==> src/rtl/mult_share_sched_if.sv <==
// Client-side and multiplier-side bus of the shared multiplier scheduler.
interface mult_share_sched_if #(
    parameter int unsigned CHANNELS = 4,
    parameter int unsigned WIDTH    = 36,
    parameter int unsigned MAX      = 217
);
    localparam int unsigned CNT_W = $clog2(MAX);

    logic [CHANNELS-1:0]       req;
    logic [CHANNELS*WIDTH-1:0] dataa;
    logic [CHANNELS*WIDTH-1:0] datab;
    logic [CHANNELS-1:0]       grant;
    logic [WIDTH-1:0]          mult_dataa;
    logic [WIDTH-1:0]          mult_datab;
    logic [2*WIDTH-1:0]        mult_result;
    logic [2*WIDTH-1:0]        result;
    logic [CHANNELS-1:0]       result_valid;
    logic [CNT_W-1:0]          count;
    logic                      wrap;

    modport master (
        output req, dataa, datab, mult_result,
        input  grant, mult_dataa, mult_datab, result, result_valid, count, wrap
    );

    modport slave (
        input  req, dataa, datab, mult_result,
        output grant, mult_dataa, mult_datab, result, result_valid, count, wrap
    );
endinterface

==> src/rtl/mult_share_sched.sv <==
// Round-robin time-sharing of one pipelined signed multiplier, with owner
// tags tracked alongside the multiplier latency, plus a modulo-MAX step counter.
module mult_share_sched #(
    parameter int unsigned CHANNELS = 4,
    parameter int unsigned WIDTH    = 36,
    parameter int unsigned LAT      = 5,
    parameter int unsigned MAX      = 217
) (
    input  logic              clk,
    input  logic              rst_n,
    input  logic              en,
    mult_share_sched_if.slave bus
);
    localparam int unsigned IDX_W = (CHANNELS > 1) ? $clog2(CHANNELS) : 1;
    localparam int unsigned CNT_W = $clog2(MAX);

    logic [IDX_W-1:0]    ptr;
    logic [IDX_W-1:0]    next_ptr;
    logic [IDX_W-1:0]    gidx;
    logic [IDX_W-1:0]    cand;
    logic                gfound;
    logic [CHANNELS-1:0] gnt;
    logic [WIDTH-1:0]    sel_a;
    logic [WIDTH-1:0]    sel_b;
    logic                at_top;

    logic [LAT:0]        tag_v;
    logic [IDX_W-1:0]    tag_idx [LAT+1];

    // First requester at or above ptr, searching modulo CHANNELS.
    always_comb begin
        gnt    = '0;
        gidx   = '0;
        cand   = '0;
        gfound = 1'b0;
        if (en) begin
            for (int unsigned i = 0; i < CHANNELS; i++) begin
                cand = IDX_W'((32'(ptr) + i) % CHANNELS);
                if (!gfound && bus.req[cand]) begin
                    gfound    = 1'b1;
                    gidx      = cand;
                    gnt[cand] = 1'b1;
                end
            end
        end
    end

    assign bus.grant = gnt;
    assign next_ptr  = IDX_W'((32'(gidx) + 1) % CHANNELS);
    assign sel_a     = bus.dataa[32'(gidx)*WIDTH +: WIDTH];
    assign sel_b     = bus.datab[32'(gidx)*WIDTH +: WIDTH];
    assign at_top    = (bus.count == CNT_W'(MAX - 1));

    // Reset clears tag valids, so products already in the multiplier are dropped.
    always_ff @(posedge clk) begin
        if (!rst_n) begin
            ptr              <= '0;
            bus.mult_dataa   <= '0;
            bus.mult_datab   <= '0;
            bus.result       <= '0;
            bus.result_valid <= '0;
            bus.count        <= '0;
            bus.wrap         <= 1'b0;
            tag_v            <= '0;
            for (int unsigned i = 0; i <= LAT; i++) tag_idx[i] <= '0;
        end else if (en) begin
            if (gfound) ptr <= next_ptr;
            bus.mult_dataa <= gfound ? sel_a : '0;
            bus.mult_datab <= gfound ? sel_b : '0;

            tag_v[0]   <= gfound;
            tag_idx[0] <= gidx;
            for (int unsigned i = 1; i <= LAT; i++) begin
                tag_v[i]   <= tag_v[i-1];
                tag_idx[i] <= tag_idx[i-1];
            end

            // Tail stage lines up with the product leaving the multiplier.
            if (tag_v[LAT]) begin
                bus.result       <= bus.mult_result;
                bus.result_valid <= CHANNELS'(1) << tag_idx[LAT];
            end else begin
                bus.result_valid <= '0;
            end

            bus.wrap  <= at_top;
            bus.count <= at_top ? '0 : bus.count + CNT_W'(1);
        end
    end
endmodule

==> src/flat_wrapper.sv <==
// flat-port wrapper written by rule: the top's interface ports become plain ports
module mult_share_sched_flat 
#(
    parameter int unsigned CHANNELS = 4,
    parameter int unsigned WIDTH    = 36,
    parameter int unsigned LAT      = 5,
    parameter int unsigned MAX      = 217
)
  (clk, rst_n, en, bus_req, bus_dataa, bus_datab, bus_mult_result, bus_grant, bus_mult_dataa, bus_mult_datab, bus_result, bus_result_valid, bus_count, bus_wrap);
  mult_share_sched_if #(.CHANNELS(CHANNELS), .WIDTH(WIDTH), .MAX(MAX)) bus_i ();
  input  logic clk;
  input  logic rst_n;
  input  logic en;
  input wire logic [$bits(bus_i.req)-1:0] bus_req;
  input wire logic [$bits(bus_i.dataa)-1:0] bus_dataa;
  input wire logic [$bits(bus_i.datab)-1:0] bus_datab;
  input wire logic [$bits(bus_i.mult_result)-1:0] bus_mult_result;
  output wire logic [$bits(bus_i.grant)-1:0] bus_grant;
  output wire logic [$bits(bus_i.mult_dataa)-1:0] bus_mult_dataa;
  output wire logic [$bits(bus_i.mult_datab)-1:0] bus_mult_datab;
  output wire logic [$bits(bus_i.result)-1:0] bus_result;
  output wire logic [$bits(bus_i.result_valid)-1:0] bus_result_valid;
  output wire logic [$bits(bus_i.count)-1:0] bus_count;
  output wire logic [$bits(bus_i.wrap)-1:0] bus_wrap;
  assign bus_i.req = bus_req;
  assign bus_i.dataa = bus_dataa;
  assign bus_i.datab = bus_datab;
  assign bus_i.mult_result = bus_mult_result;
  assign bus_grant = bus_i.grant;
  assign bus_mult_dataa = bus_i.mult_dataa;
  assign bus_mult_datab = bus_i.mult_datab;
  assign bus_result = bus_i.result;
  assign bus_result_valid = bus_i.result_valid;
  assign bus_count = bus_i.count;
  assign bus_wrap = bus_i.wrap;
  mult_share_sched #(.CHANNELS(CHANNELS), .WIDTH(WIDTH), .LAT(LAT), .MAX(MAX)) u_core (.clk(clk), .rst_n(rst_n), .en(en), .bus(bus_i));
endmodule
==> config.mk <==
export PLATFORM = sky130hd
export DESIGN_NAME = mult_share_sched_flat
export DESIGN_NICKNAME = d
export VERILOG_FILES = /design/src/rtl/mult_share_sched_if.sv /design/src/rtl/mult_share_sched.sv /design/src/flat_wrapper.sv
export SDC_FILE = /design/constraint.sdc
export NUM_CORES = 1
export LEC_CHECK = 0
export ABC_AREA = 1
export CAP_MARGIN = 5
export CORE_AREA = 5 5 201 203
export DETAILED_ROUTE_END_ITERATION = 7
export DIE_AREA = 0 0 206 208
export GPL_TIMING_DRIVEN = 0
export PLACE_DENSITY_LB_ADDON = 0.2
export RECOVER_POWER = 25
export SYNTH_ARGS = -nofsm -noshare
export SYNTH_HDL_FRONTEND = slang
export SYNTH_SLANG_ARGS = --single-unit
==> constraint.sdc <==
create_clock -name clk -period 2.9 [get_ports clk]
set_clock_uncertainty 0.05 [all_clocks]
set_input_delay 0.725 -clock clk [delete_from_list [all_inputs] [get_ports clk]]
set_output_delay 0.725 -clock clk [all_outputs]
set_load 0.02 [all_outputs]
==> results.json <==
{
  "clkPwrFrac": 0.220,
  "drv_cap": 0,
  "peakVddDrop_v": 0.0003923,
  "hpwl_um": 37780,
  "cts_root_buf": "clkbuf_16",
  "synthesis.nets": 1715,
  "required_ps": 2120,
  "p_per_area_nw_per_um2": 707.4,
  "leakage_uw": 0.006558,
  "antenna_found_initial": 4,
  "die_w_um": 206,
  "synth_cell_types": 35,
  "syn_inst": 1338,
  "slew_headroom": 0.5888,
  "fin_crit_ps": 2808,
  "synth_seq_area_share": 0.4075,
  "cts_tree": "done",
  "start_util": 0.2348,
  "area_delta_synth_final_pct": 75.89,
  "critPathArrivalTime_ps": 2030,
  "worstSetupPathType": "in -> out",
  "synthArstFlopShare": 0,
  "cp-start-kind": "input port",
  "nFillCells": 4061,
  "grt_pass1_wl_um": 68870,
  "setup_violations": 0,
  "place_ws_ps": -787.2,
  "p_int_uw": 6523,
  "finalHoldViolCount": 0,
  "dr.first_iter.drc_count": 593,
  "clkSlewWorstSetupHoldPaths_ps": 70,
  "yosysTopAreaCell": "dfxtp_1",
  "comb_power_share": 0.510,
  "switching_share": 0.4169,
  "layout_setup_ws_ps": 91.61,
  "clk_latency_ps": 450,
  "place_congestion": 0.8970,
  "fin_crit_sh": 0.9684,
  "yosys_warnings": 0,
  "max_freq_mhz": 356.1,
  "ios": 528,
  "postSynthAreaPerCell_um2": 6.719,
  "synth-main-ff-cell": "dfxtp_1",
  "h-tree-depth": 4,
  "status": "finished clean",
  "dieArea_um2": 42850,
  "io_buffer_count": 527,
  "cts_sinks": 177,
  "end_kind": "output pin",
  "numCtsBuffers": 17,
  "power.total_uw": 11190,
  "finalNetCount": 2279,
  "slew_violations": 0,
  "synth_top_area_frac": 0.3674,
  "hold_path.class": "reg -> reg",
  "p_sw_uw": 4663,
  "num_rows": 72,
  "cts_hold_buf": 0,
  "dr.pass1.iters": 7,
  "wire_per_inst_um": 19.10,
  "drive_above_1_share": 0.07363,
  "worstMarginPinSlew_ps": 616.8,
  "grt_pass1_vias": 11275,
  "synth_edf_count": 12,
  "route.antenna.remaining_nets": 0,
  "vias": 11035,
  "totalNegativeSetupSlack_ps": 0,
  "clock_path_buffers": 2,
  "synth_area_leaders": "dfxtp_1, nand2_1, nand3_1",
  "drc_errors": 0,
  "final_cell_mix": "clkdlybuf4s50_1, nand2_1, nand3_1",
  "seq_power_share": 0.270,
  "worstPathMaxFanout": 5,
  "synth_seq_cells": 177,
  "syn_area_um2": 8990,
  "vias_per_cell": 4.532,
  "core_area_um2": 38290,
  "grt_max_degree": 20,
  "grt_use_total": 0.2094,
  "grt.overflow.total": 0,
  "drt-total-wl_um": 46520,
  "die_height_um": 208,
  "final_common_cell": "clkdlybuf4s50_1"
}
## what timing repair did
| action | CTS | global route |
|---|---|---|
| buffers inserted | 14 | 5 |
| setup endpoints to repair | 94 | 42 |
| gates cloned | 0 | 0 |
| pin swaps | 5 | 10 |
| resized for setup | 42 | 30 |
## critical path: stages
cell	delay, ps
clkdlybuf4s15_1	250
inv_1	70
nand2_2	90
nand3_4	100
nand2_8	110
buf_4	130
nor2_4	50
a22oi_1	150
nand3_1	110
nand2_1	70
inv_1	40
buf_2	150
## cells by family after synthesis
logic type / Yosys count / share of synthesized area
AND/OR/NAND/NOR: 835 / 0.3953
flip-flops: 177 / 0.4075
AO/OA/AOI/OAI: 171 / 0.09798
buffers and inverters: 145 / 0.08532
adder cells (fa/ha/maj): 10 / 0.01392
## Yosys cell counts (all sizes together) (3+ instances only)
library cell  instances
dfxtp               165
nor2                164
nand3               236
o21ai               156
o2111ai               3
inv                  49
buf                  49
edfxtp               12
o22ai                 4
ha                   10
a21oi                 3
a31oi                 3
nand2               421
nor3                  6
clkbuf               46
## per-layer routing
layer	vias up	share of wire	GRT usage
li1	5507	-	-
met1	5022	0.38	0.2316
met2	448	0.51	0.3771
met3	54	0.096	0.07848
met4	4	0.019	0.05163
met5	-	0.00045	0
## power groups by stage
stage | Combinational (uW) | Sequential (uW) | Clock [uW]
finish | 5700 | 3030 | 2460
floorplan | 2650 | 3460 | 0
detailed placement | 5470 | 3080 | 0
CTS | 5670 | 3030 | 2520
global route | 6230 | 3070 | 2630
global placement | 5450 | 3070 | 0
## stage by stage
stage | cell area, um^2 | utilization | hold WS (ps) | cells
after global placement | 14910 | 0.3895 | 386.5 | 2383
final | 15810 | 0.4130 | 399.6 | 2435
after detailed placement | 14910 | 0.3895 | 389.8 | 2383
after global routing | 15810 | 0.4129 | 418.2 | 2434
after CTS | 15670 | 0.4092 | 405.5 | 2428
after floorplan | 8990 | - | 378.6 | 1338
## flip-flops by register name, summed over array words and instances, names as in the netlist
register                 count
u_core.bus.count             8
u_core.bus.mult_dataa       36
u_core.bus.mult_datab       36
u_core.bus.result           72
u_core.bus.result_valid      4
u_core.bus.wrap              1
u_core.ptr                   2
u_core.tag_idx              12
u_core.tag_v                 6
## final cells by class
class | instances | area [um^2] | share of cell area
clock buffers | 19 | 432.9 | 0.02738
repair buffers | 546 | 5416 | 0.3425
inverters | 50 | 203.9 | 0.01290
multi-input cells | 1016 | 4688 | 0.2965
flip-flops and latches | 177 | 3671 | 0.2322
plain buffers | 94 | 571.8 | 0.03616
diodes | 2 | 5.005 | 0.0003165
clock inverters | 13 | 175.2 | 0.01108
well taps | 518 | 648.1 | 0.04099
## final timing paths
check	startpoint	to	slack [ps]	cells past startpoint
worst max-delay path	bus_req[3]	bus_grant[2]	90	12
worst min-delay path	u_core.bus.mult_dataa[7]	u_core.bus.mult_dataa[7]	400	2
worst min register to register	u_core.bus.mult_dataa[7]	u_core.bus.mult_dataa[7]	400	2
worst max register to register	u_core.ptr[0]	u_core.bus.mult_datab[10]	170	16
Note: power is estimated with default switching activity, not from simulation.
